## config.mk

```make
export PLATFORM = sky130hd
export DESIGN_NAME = camera_configure
export DESIGN_NICKNAME = d
export VERILOG_FILES = /design/src/rtl/camera_pkg.sv /design/src/rtl/camera_config_rom.sv /design/src/rtl/camera_configure.sv
export SDC_FILE = /design/constraint.sdc
export NUM_CORES = 1
export LEC_CHECK = 0
export ABC_CLOCK_PERIOD_IN_PS = 2700
export CORE_MARGIN = 2
export CORE_UTILIZATION = 50
export DETAILED_ROUTE_END_ITERATION = 8
export PLACE_DENSITY = 0.68
export SYNTH_ARGS = -nofsm -noshare
export SYNTH_HDL_FRONTEND = slang
export SYNTH_SLANG_ARGS = --single-unit
export TNS_END_PERCENT = 30
```

## constraint.sdc

```tcl
create_clock -name clk -period 2.7 [get_ports clk]
set_input_delay 0.27 -clock clk [delete_from_list [all_inputs] [get_ports clk]]
set_output_delay 0.27 -clock clk [all_outputs]
set_load 0.05 [all_outputs]
```

## src/rtl/camera_pkg.sv

```systemverilog
// camera_pkg
// Shared definitions for the OV7670 SCCB configuration sequencer:
// table marker words, the default SCCB write address, the sequencer state
// encoding and the ACK-slot helper used when serialising a write.
package camera_pkg;

    localparam logic [15:0] END_MARK       = 16'hFFFF;
    localparam logic [15:0] DELAY_MARK     = 16'hFFF0;
    localparam logic [7:0]  DEV_ID_DEFAULT = 8'h42;
    localparam logic [4:0]  SLOT_LAST      = 5'd26;

    typedef enum logic [2:0] {
        S_IDLE,
        S_LOAD,
        S_DELAY,
        S_FINISH,
        S_START,
        S_SEND,
        S_STOP,
        S_GAP
    } state_t;

    // The ninth slot of each 9-bit phase is the don't-care/ACK bit; the
    // master releases the line there and never looks at the answer.
    function automatic logic is_ack_slot(input logic [4:0] slot);
        return (slot == 5'd8) || (slot == 5'd17) || (slot == 5'd26);
    endfunction

endpackage

```

## src/rtl/camera_config_rom.sv

```systemverilog
// camera_config_rom
// Registered constant table of {reg_addr, reg_data} words for the OV7670.
// dout is valid one clock after addr is applied. TEST_TABLE selects a
// four-entry table used for simulation of the sequencer.
//   clk  : system clock
//   addr : table entry number
//   dout : table word for addr, one cycle later
module camera_config_rom #(
    parameter bit TEST_TABLE = 1'b0
) (
    input  logic        clk,
    input  logic [7:0]  addr,
    output logic [15:0] dout
);

    logic [15:0] word;

    always_comb begin
        word = 16'hFFFF;
        if (TEST_TABLE) begin
            case (addr)
                8'd0:    word = 16'h1280;
                8'd1:    word = 16'hFFF0;
                8'd2:    word = 16'h1204;
                default: word = 16'hFFFF;
            endcase
        end else begin
            case (addr)
                8'd0:    word = 16'h1280;   // COM7: reset all registers
                8'd1:    word = 16'hFFF0;   // let the reset settle
                8'd2:    word = 16'h1204;   // COM7: RGB output
                8'd3:    word = 16'h40D0;   // COM15: RGB565, full range
                8'd4:    word = 16'h1101;   // CLKRC: prescale by 2
                8'd5:    word = 16'h0C00;   // COM3: no scaling
                8'd6:    word = 16'h3E00;   // COM14: normal PCLK
                8'd7:    word = 16'h8C00;   // RGB444 disabled
                8'd8:    word = 16'h3A04;   // TSLB: output sequence
                8'd9:    word = 16'h1438;   // COM9: AGC ceiling
                8'd10:   word = 16'h4FB3;   // MTX1..MTX6 colour matrix
                8'd11:   word = 16'h50B3;
                8'd12:   word = 16'h5100;
                8'd13:   word = 16'h523D;
                8'd14:   word = 16'h53A7;
                8'd15:   word = 16'h54E4;
                8'd16:   word = 16'h589E;   // MTXS: matrix sign
                8'd17:   word = 16'h3DC0;   // COM13: gamma and UV saturation
                default: word = 16'hFFFF;
            endcase
        end
    end

    always_ff @(posedge clk) begin
        dout <= word;
    end

endmodule

```

## src/rtl/camera_configure.sv

```systemverilog
// camera_configure
// Walks the configuration table and issues one 3-phase SCCB write per
// entry (DEV_ID, addr, data), honouring delay markers and stopping at the
// end marker. All bus outputs are registered.
//   clk, reset : system clock, synchronous active-high reset
//   start      : pulse; begins the sequence at entry 0 when not busy
//   sioc       : SCCB clock
//   siod_out   : SCCB data value, siod_oe = 1 drives it, 0 releases the pad
//   busy, done : sequence running / sequence finished (level)
//   index      : current table entry
//
// state    | meaning
// ---------+---------------------------------------------------------
// S_IDLE   | bus released, waiting for start
// S_LOAD   | two cycles: ROM read latency, then decode the table word
// S_DELAY  | bus released for DELAY_CYCLES, then next entry
// S_FINISH | one cycle; raises done and drops busy on exit
// S_START  | 2 quarters: SIOD low under high SIOC, then SIOC low
// S_SEND   | 27 slots of 4 quarters, MSB first, X slots released
// S_STOP   | 3 quarters: SIOD low, SIOC high, SIOD released
// S_GAP    | 4 quarters of bus-free time, then next entry
module camera_configure
    import camera_pkg::*;
#(
    parameter int          QUARTER      = 63,
    parameter int          DELAY_CYCLES = 250000,
    parameter logic [7:0]  DEV_ID       = DEV_ID_DEFAULT,
    parameter bit          TEST_TABLE   = 1'b0
) (
    input  logic       clk,
    input  logic       reset,
    input  logic       start,
    output logic       sioc,
    output logic       siod_out,
    output logic       siod_oe,
    output logic       busy,
    output logic       done,
    output logic [7:0] index
);

    localparam int QW = (QUARTER > 1) ? $clog2(QUARTER) : 1;
    localparam int DW = ($clog2(DELAY_CYCLES) > 18) ? $clog2(DELAY_CYCLES) : 18;

    state_t          state_q, state_d;
    logic [QW-1:0]   qcnt_q, qcnt_d;
    logic [1:0]      ph_q, ph_d;
    logic [4:0]      slot_q, slot_d;
    logic [DW-1:0]   dly_q, dly_d;
    logic            ld_q, ld_d;
    logic [7:0]      index_q, index_d;
    logic [15:0]     word_q, word_d;
    logic            busy_q, busy_d, done_q, done_d;
    logic            sioc_q, sioc_d, siod_q, siod_d, oe_q, oe_d;
    logic            q_end;
    logic [15:0]     rom_dout;
    logic [26:0]     frame;

    camera_config_rom #(.TEST_TABLE(TEST_TABLE)) u_rom (
        .clk  (clk),
        .addr (index_q),
        .dout (rom_dout)
    );

    assign q_end = (qcnt_q == QW'(QUARTER - 1));

    always_comb begin
        state_d = state_q;
        qcnt_d  = qcnt_q;
        ph_d    = ph_q;
        slot_d  = slot_q;
        dly_d   = dly_q;
        ld_d    = ld_q;
        index_d = index_q;
        word_d  = word_q;
        busy_d  = busy_q;
        done_d  = done_q;

        // Quarter states share the quarter counter; it always ends at 0.
        if (state_q == S_START || state_q == S_SEND ||
            state_q == S_STOP  || state_q == S_GAP) begin
            qcnt_d = q_end ? '0 : qcnt_q + 1'b1;
        end

        case (state_q)
            S_IDLE: begin
                if (start) begin
                    state_d = S_LOAD;
                    ld_d    = 1'b0;
                    index_d = 8'd0;
                    busy_d  = 1'b1;
                    done_d  = 1'b0;
                end
            end
            S_LOAD: begin
                if (!ld_q) begin
                    ld_d = 1'b1;
                end else begin
                    ld_d   = 1'b0;
                    qcnt_d = '0;
                    ph_d   = 2'd0;
                    dly_d  = '0;
                    if (index_q == 8'hFF || rom_dout == END_MARK) begin
                        state_d = S_FINISH;
                    end else if (rom_dout == DELAY_MARK) begin
                        state_d = S_DELAY;
                    end else begin
                        state_d = S_START;
                        word_d  = rom_dout;
                    end
                end
            end
            S_DELAY: begin
                if (dly_q == DW'(DELAY_CYCLES - 1)) begin
                    state_d = S_LOAD;
                    index_d = index_q + 8'd1;
                end else begin
                    dly_d = dly_q + 1'b1;
                end
            end
            S_FINISH: begin
                state_d = S_IDLE;
                busy_d  = 1'b0;
                done_d  = 1'b1;
            end
            S_START: begin
                if (q_end) begin
                    if (ph_q == 2'd1) begin
                        state_d = S_SEND;
                        ph_d    = 2'd0;
                        slot_d  = 5'd0;
                    end else begin
                        ph_d = ph_q + 2'd1;
                    end
                end
            end
            S_SEND: begin
                if (q_end) begin
                    ph_d = ph_q + 2'd1;
                    if (ph_q == 2'd3) begin
                        if (slot_q == SLOT_LAST) state_d = S_STOP;
                        else                     slot_d  = slot_q + 5'd1;
                    end
                end
            end
            S_STOP: begin
                if (q_end) begin
                    if (ph_q == 2'd2) begin
                        state_d = S_GAP;
                        ph_d    = 2'd0;
                    end else begin
                        ph_d = ph_q + 2'd1;
                    end
                end
            end
            S_GAP: begin
                if (q_end) begin
                    ph_d = ph_q + 2'd1;
                    if (ph_q == 2'd3) begin
                        state_d = S_LOAD;
                        ld_d    = 1'b0;
                        index_d = index_q + 8'd1;
                    end
                end
            end
            default: state_d = S_IDLE;
        endcase
    end

    // Bus pins are derived from the next state so they register in step
    // with it; data therefore only changes together with slot_d at q0.
    always_comb begin
        frame    = {DEV_ID, 1'b1, word_d[15:8], 1'b1, word_d[7:0], 1'b1};
        sioc_d   = 1'b1;
        siod_d   = 1'b1;
        oe_d     = 1'b0;
        case (state_d)
            S_START: begin
                sioc_d = (ph_d == 2'd0);
                siod_d = 1'b0;
                oe_d   = 1'b1;
            end
            S_SEND: begin
                sioc_d = ph_d[1];
                siod_d = frame[SLOT_LAST - slot_d];
                oe_d   = !is_ack_slot(slot_d);
            end
            S_STOP: begin
                sioc_d = (ph_d != 2'd0);
                siod_d = (ph_d == 2'd2);
                oe_d   = (ph_d != 2'd2);
            end
            default: ;
        endcase
    end

    always_ff @(posedge clk) begin
        if (reset) begin
            state_q <= S_IDLE;
            qcnt_q  <= '0;
            ph_q    <= 2'd0;
            slot_q  <= 5'd0;
            dly_q   <= '0;
            ld_q    <= 1'b0;
            index_q <= 8'd0;
            word_q  <= 16'd0;
            busy_q  <= 1'b0;
            done_q  <= 1'b0;
            sioc_q  <= 1'b1;
            siod_q  <= 1'b1;
            oe_q    <= 1'b0;
        end else begin
            state_q <= state_d;
            qcnt_q  <= qcnt_d;
            ph_q    <= ph_d;
            slot_q  <= slot_d;
            dly_q   <= dly_d;
            ld_q    <= ld_d;
            index_q <= index_d;
            word_q  <= word_d;
            busy_q  <= busy_d;
            done_q  <= done_d;
            sioc_q  <= sioc_d;
            siod_q  <= siod_d;
            oe_q    <= oe_d;
        end
    end

    assign sioc     = sioc_q;
    assign siod_out = siod_q;
    assign siod_oe  = oe_q;
    assign busy     = busy_q;
    assign done     = done_q;
    assign index    = index_q;

endmodule
```

==> results.json <==
{
  "rsz0062_at_grt": "true",
  "num_antenna_cells": 0,
  "clock_tree_from_tritoncts": "built",
  "setup_total_negative_slack_ns": 0,
  "syn2layout_area_growth_pct": 19.0,
  "post_synth_inst_count": 529,
  "worst_ep_arrival_time_ns": 2.90,
  "numClockSinks": 80,
  "holdCritPathClass": "register to register",
  "synthArstFlopShare_pct": 0,
  "outcome": "finished, final reports clean",
  "layout.filler_cells": 779,
  "finalHoldViolations": 0,
  "finalNetCount": 599,
  "placement.io_buffers": 15,
  "die_h_um": 98.8,
  "ff2ff_path_depth": 10,
  "via_count_of_the_first_global_routing_pass": 3707,
  "cp_endpoint": "siod_out",
  "finalWeightedCongestion": 0.948,
  "final-max-slew-violation-count": 0,
  "final_cell_mix": "74 x sky130_fd_sc_hd__dfxtp_1, 67 x sky130_fd_sc_hd__nor2_1, 52 x sky130_fd_sc_hd__nand2_1",
  "multi_input_area_mm2": 0.00283,
  "drt-wirelength-per-cell_um": 15.4,
  "avgSynthCellArea_um2": 8.50,
  "cpMaxStageDelayCell": "sky130_fd_sc_hd__dfxtp_1",
  "ff2ff_setup_slack_ns": 0.06,
  "num_vias": 3939,
  "postSynth.topFlopCell": "sky130_fd_sc_hd__dfxtp_1",
  "rr_endpoint": "siod_out",
  "end_kind": "register",
  "first_pass_grt_wire_length_mm": 17.9,
  "synth_enable_flop_cells": 0,
  "yosys.cell_types.count": 73,
  "grt_antenna_before_repair": 0,
  "netlist_area_mm2": 0.00449,
  "power_density_over_the_cells_mw_per_mm2": 457,
  "max_freq_mhz": 378,
  "iteration_count_of_the_initial_detailed_routing_pass": 5,
  "critPathBufInv": 2,
  "yosysWarningCount": 0,
  "globalRouteTotalUtil_pct": 22.3,
  "final_setup_violating_endpoints": 0,
  "synth_seq_area_share_pct": 35.6,
  "timing.max_cap.violations": 0,
  "share_of_synthesized_cell_area_in_and_or_nand_and_nor_gates_pct": 24.0,
  "synth_top_family_by_area": "simple AND/OR/NAND/NOR gates",
  "criticalPathCategory": "register to register",
  "finalClockSkew_ns": 0.00986,
  "postSynthRegisterBits": 80,
  "largest_voltage_drop_on_the_vdd_net_v": 0.000240,
  "synth_adder_area_share_pct": 6.63,
  "cp_data_required_time_ns": 2.95,
  "yosys.area_share.xor_xnor_pct": 6.24,
  "crit_start": "state_q[0]",
  "clk-insertion-delay-late_ns": 0.35,
  "max_slew.worst_pin.slew_ns": 0.531,
  "critical_path.max_stage_delay_ns": 0.54,
  "cts.reportedPaths.clkPinSlew_ns": 0.08,
  "gr-total-overflow": 0,
  "drc": 0,
  "rows": 34,
  "floorplan.die_area_mm2": 0.00976,
  "initial_core_utilization_pct": 51.5,
  "setup.worst_path.start_class": "register",
  "layout.cells.most_common": "sky130_fd_sc_hd__dfxtp_1",
  "dpl-instance-area_mm2": 0.00501,
  "postSynthNetCount": 555,
  "slew_headroom_pct": 64.3,
  "layout_min_cycle_time_ns": 2.64,
  "muxShareOfSynthArea_pct": 6.01,
  "post_route_cells_drive_above_1_share_pct": 17.8,
  "ioPinCount": 16,
  "critical_path_depth": 10,
  "avgViaCountPerCell": 5.74,
  "r2r-start": "state_q[0]",
  "core_area_mm2": 0.00872,
  "finish.instance_area_mm2": 0.00535,
  "crit_path_cell_trace": "buf_4 > and4bb_2 > o31ai_1 > or2_4 > buf_4 > nand2_1 > and3b_1 > o221ai_1 > and4bb_2 > a21oi_2",
  "fin_crit_sh_pct": 97.9,
  "drt_first_iter_violations": 199,
  "static-leakage-power_nw": 2.05,
  "worst_case_clock_buffer_depth": 2,
  "area.sequential_mm2": 0.00162,
  "hold_path.startpoint": "word_q[8]",
  "largest_fanout_on_the_critical_path": 8,
  "hold-path-cell-count": 2,
  "dpl.hpwl_mm": 7.50,
  "crit_family": "simple AND/OR/NAND/NOR gates",
  "h-tree-depth": 3,
  "totalWireLength_mm": 10.6,
  "clk_root_buffer_cell": "sky130_fd_sc_hd__clkbuf_8",
  "synth_compound_gate_area_share_pct": 17.5,
  "drtAntennaViolNets": 0,
  "chipWidth_um": 98.8,
  "grt_max_degree": 31,
  "cts-buffers-inserted": 9
}
[repair_timing]
item	4_1_cts	5_1_grt
setup buffers	3	4
endpoints found under the setup margin	1	5
gates resized for setup	2	11
hold buffers	0	0
pin swaps	0	6
[per-layer routing]
metal	routed length (µm)	vias up	GRT usage [%]
met3	402	19	3.97
li1	-	1983	-
met5	0	-	0
met2	4770	82	34.0
met4	204	0	8.22
met1	5190	1855	31.5
[cells in the mapped netlist, types with 2 or more instances]
master | instances | share of area (%)
sky130_fd_sc_hd__ha_1 | 23 | 6.4
sky130_fd_sc_hd__o221ai_1 | 2 | 0.39
sky130_fd_sc_hd__mux2i_1 | 18 | 4.0
sky130_fd_sc_hd__o211ai_1 | 2 | 0.33
sky130_fd_sc_hd__nor3_1 | 7 | 0.78
sky130_fd_sc_hd__or3_1 | 8 | 1.1
sky130_fd_sc_hd__a211o_1 | 2 | 0.39
sky130_fd_sc_hd__o21ai_0 | 25 | 2.8
sky130_fd_sc_hd__xor2_1 | 18 | 3.5
sky130_fd_sc_hd__nor2_1 | 68 | 5.7
sky130_fd_sc_hd__nand4_1 | 19 | 2.6
sky130_fd_sc_hd__a31oi_1 | 4 | 0.56
sky130_fd_sc_hd__o2111ai_1 | 3 | 0.58
sky130_fd_sc_hd__and2_1 | 4 | 0.56
sky130_fd_sc_hd__nand2_1 | 53 | 4.4
sky130_fd_sc_hd__a22oi_1 | 3 | 0.50
sky130_fd_sc_hd__buf_6 | 2 | 0.50
sky130_fd_sc_hd__a32oi_1 | 2 | 0.39
sky130_fd_sc_hd__mux4_1 | 3 | 1.8
sky130_fd_sc_hd__o22ai_1 | 3 | 0.42
sky130_fd_sc_hd__a21oi_1 | 41 | 4.6
sky130_fd_sc_hd__nor4_1 | 4 | 0.56
sky130_fd_sc_hd__clkbuf_1 | 11 | 0.92
sky130_fd_sc_hd__nand3_1 | 13 | 1.4
sky130_fd_sc_hd__xnor2_1 | 9 | 1.8
sky130_fd_sc_hd__and4bb_2 | 2 | 0.56
sky130_fd_sc_hd__inv_1 | 14 | 1.2
sky130_fd_sc_hd__or2_2 | 3 | 0.42
sky130_fd_sc_hd__dfxtp_1 | 80 | 36
sky130_fd_sc_hd__buf_1 | 4 | 0.33
sky130_fd_sc_hd__nor2b_1 | 10 | 1.4
sky130_fd_sc_hd__nand4b_1 | 2 | 0.39
sky130_fd_sc_hd__nand2b_1 | 3 | 0.42
sky130_fd_sc_hd__o31ai_1 | 9 | 1.5
sky130_fd_sc_hd__buf_2 | 8 | 0.89
sky130_fd_sc_hd__a211oi_1 | 2 | 0.33
sky130_fd_sc_hd__and3_1 | 9 | 1.3
[per-stage QoR]
stage | util, % | instances | total power [mW] | hold WS [ns] | worst slack, ns
4_1_cts | 60.3 | 682 | 2.45 | 0.458 | 0.0225
3_5_place_dp | 57.5 | 663 | 1.50 | 0.447 | -0.0438
2_1_floorplan | - | 529 | 1.43 | 0.433 | -0.0181
3_3_place_gp | 57.5 | 663 | 1.50 | 0.441 | 0.00504
6_report | 61.3 | 686 | 2.44 | 0.460 | 0.0558
5_1_grt | 61.3 | 686 | 2.54 | 0.483 | -0.0855
[final cells by class]
class	instances	share of cell area (%)
flip-flops and latches	80	30.2
well taps	108	2.53
multi-input cells	408	52.9
clock inverters	2	0.655
inverters	16	1.12
clock buffers	14	3.44
repair buffers	58	9.08
[flip-flops by register name (all words and copies together), names as in the netlist]
register,cells
siod_oe,1
dly_q,18
u_rom.dout,16
index,8
state_q,3
busy,1
slot_q,5
done,1
ph_q,2
word_q,16
ld_q,1
sioc,1
qcnt_q,6
siod_out,1
[logic make-up after synthesis]
family | count (synthesis)
AO/OA/AOI/OAI | 118
XOR/XNOR | 29
flip-flops | 80
adder cells (fa/ha/maj) | 24
buffers and inverters | 41
AND/OR/NAND/NOR | 215
multiplexers | 22
[report_power, final]
part	total, mW	internal [mW]	switching, mW
sequential	1.24	1.21	0.0282
clock	0.961	0.534	0.427
combinational	0.247	0.0950	0.152
[worst register-to-register path, stage by stage (launching register included)]
cell and delay [ns]:
sky130_fd_sc_hd__dfxtp_1 0.54, sky130_fd_sc_hd__buf_4 0.19, sky130_fd_sc_hd__and4bb_2 0.34, sky130_fd_sc_hd__o31ai_1 0.17, sky130_fd_sc_hd__or2_4 0.28, sky130_fd_sc_hd__buf_4 0.14
sky130_fd_sc_hd__nand2_1 0.05, sky130_fd_sc_hd__and3b_1 0.23, sky130_fd_sc_hd__o221ai_1 0.19, sky130_fd_sc_hd__and4bb_2 0.36, sky130_fd_sc_hd__a21oi_2 0.05
[worst min-delay path by stage]
stage / end / slack [ns]
after CTS: word_q[8] / 0.46
final: word_q[8] / 0.46
after floorplan: word_q[2] / 0.43
after global placement: word_q[8] / 0.44
after global routing: word_q[8] / 0.48
after detailed placement: word_q[8] / 0.45
No activity file was read; power rests on OpenSTA's default activity.
==> patch (config.mk and constraints unchanged) <==
`TEST_TABLE` is set to 1'b0 in 2 places; all go to 1'b1.
--- a/src/rtl/camera_config_rom.sv
+++ b/src/rtl/camera_config_rom.sv
@@ -7,5 +7,5 @@
 //   dout : table word for addr, one cycle later
 module camera_config_rom #(
-    parameter bit TEST_TABLE = 1'b0
+    parameter bit TEST_TABLE = 1'b1
 ) (
     input  logic        clk,
--- a/src/rtl/camera_configure.sv
+++ b/src/rtl/camera_configure.sv
@@ -26,5 +26,5 @@
     parameter int          DELAY_CYCLES = 250000,
     parameter logic [7:0]  DEV_ID       = DEV_ID_DEFAULT,
-    parameter bit          TEST_TABLE   = 1'b0
+    parameter bit          TEST_TABLE   = 1'b1
 ) (
     input  logic       clk,
Behaviour: no difference found for any inputs over 10 cycles, from zero or initial values and one cycle with reset high; that may be too few to reach the edited logic, so the function may still have changed.
==> patch against the unedited design <==
- wire length shrank 22%
- sequential cell count shrank 12
- total power decreased by 8.6%
- area after synthesis decreased by 17%
- critical path type unchanged
- design area shrank 18%
- sequential share of layout area grew 1.3 points
- largest cell class unchanged
- worst setup slack improved by 0.060 ns
- critical endpoint unchanged
- count of clock-buffer cells in the layout shrank 4
==> patch: results (changes against the unedited design) <==
Synthesis
  • Netlist cell types: 64 (-12%)
  • Gate Count Post-Synth: 447 (-16%)
  • Post-synthesis sequential area ratio: 0.366 (+0.00961)
  • Most frequent cells after synthesis: 79 x nor2_1, 68 x dfxtp_1, 37 x nand2_1, 21 x xor2_1, 20 x ha_1
  • Synth Warn #: 0 (unchanged)
  • Largest cells by area after synthesis: dfxtp_1 37%, nor2_1 8.0%, ha_1 6.7%, xor2_1 4.9%, nand2_1 3.7%
  • Syn_nets: 470 (-15%)

Placement
  • DP Cell Count: 560 (-16%)
  • Placed instance area: 4110 um2 (-18%)
  • Dpl ws: 0.0902 ns (+0.134 ns)
  • IO Port Bufs: 15 (unchanged)
  • DP Wirelength: 5770 um (-23%)
  • Routability-driven placement congestion ratio: 0.897 (-5.4%)

Pwr
  • Cell leakage power: 0.00162 uW (-21%)
  • P_int: 1630 uW (-12%)
  • Max VDD drop: 254 uV (+5.8%)

Route
  • Post-Route WL: 8210 um (-22%)
  • Via-to-Cell Ratio: 5.67 (-1.2%)
  • Met2 wire len: 3590 um (-25%)
  • Met1 WL: 4020 um (-22%)
  • 1st-iter DRT viols: 190 (-4.5%)
  • Met3 wire len: 341 um (-15%)

Layout
  • Final Net Count: 496 (-17%)
  • Fillers: 677 (-13%)
  • Fraction of layout cells with a size suffix above 1: 0.142 (-0.0359)
  • Largest Register: dly_q
  • Max reg flops: 18 (unchanged)
  • Final Instance Count excl. Fillers: 577 (-16%)

Outcome
  • Status: completed

GRT
  • Pin count of the biggest net entering global routing: 21 (-32%)
  • Vias in the first global route: 3080 (-17%)
  • First-pass GRT wire length: 14200 um (-21%)
  • Met2 Resource Use GR: 0.313 (-0.0266)
  • Met3 usage: 0.0334 (-0.00633)
  • Met1 usage: 0.293 (-0.0223)
  • Total track usage: 0.210 (-0.0122)

CTS
  • H-tree Lvls: 3 (unchanged)
  • Reg clk slew, reported paths: 0.08 ns (about the same)
  • Num CTS Buffers: 9 (unchanged)
  • Clock Latency Late Sink: around 0.34 ns
  • Maximum buffer depth of the clock tree: 2 (unchanged)
  • CTS Root Cell: clkbuf_8

Worst setup path
  • Top delay family on crit path: compound AO/OA/AOI/OAI gates
  • Worst flop-to-flop path startpoint: ph_q[1]$_SDFF_PP0_
  • Slowest stage delay, CP: 0.56 ns (+0.02 ns)
  • R2R Setup Slk: 0.12 ns (+0.06 ns)
  • CP max stage cell: or4b_4
  • Crit Path Max Fanout: 19 (+11)

Min path
  • Hold Startpoint: word_q[6]$_SDFF_PP0_
  • Hold Crit Endpoint: word_q[6]$_SDFF_PP0_

STA
  • Relative max-transition margin: 0.473 (-0.170)
  • Final hold slack: 0.465 ns (+0.00425 ns)
  • Worst clock skew: 0.00653 ns (-0.00333 ns)
==> patch: final cells by class <==
cell class	count	area, um2	area share
clock buffer	10	149	0.0342
clock inverter	6	61.3	0.0141
inverter	19	71.3	0.0164
multi-input combinational	341	2280	0.522
sequential	68	1370	0.315
tap	99	124	0.0284
timing repair buffer	34	305	0.0700
==> patch: logic make-up (layout without fill, tap and decap cells) <==
kind of cell,Yosys count,in the layout,share of synthesized area
muxes,7,7,0.0195
xor gates and xnor gates,35,35,0.0875
buffers and inverters,38,69,0.0417
AOI/OAI and AO/OA,86,86,0.163
DFF,68,68,0.366
and+or+nand+nor,193,193,0.255
adders and majority gates,20,20,0.0673
==> patch: timing repair <==
item / CTS / global route
endpoints found under the setup margin: 0 / 2
resized for setup: 0 / 14
buffers inserted: 0 / 1
==> patch: power groups by stage <==
stage                     registers, uW  clock network, uW  logic, uW
after floorplan                    1080                  0        207
after global placement             1070                  0        288
after detailed placement           1070                  0        293
after CTS                          1050                900        295
after global routing               1050                946        333
final                              1050                887        299
==> patch: worst max-delay path by stage <==
| stage | start | end | slack [ns] | cells after the start |
|---|---|---|---|---|
| finish | ph_q[1]$_SDFF_PP0_ | siod_out$_SDFF_PP1_ | 0.12 | 10 |
| global route | ph_q[1]$_SDFF_PP0_ | siod_out$_SDFF_PP1_ | -0.02 | 11 |
| CTS | qcnt_q[0]$_SDFF_PP0_ | siod_out$_SDFF_PP1_ | 0.07 | 12 |
| detailed placement | ph_q[1]$_SDFF_PP0_ | siod_out$_SDFF_PP1_ | 0.09 | 10 |
| global placement | qcnt_q[0]$_SDFF_PP0_ | siod_out$_SDFF_PP1_ | 0.14 | 12 |
| floorplan | slot_q[0]$_SDFF_PP0_ | siod_out$_SDFF_PP1_ | 0.004 | 13 |
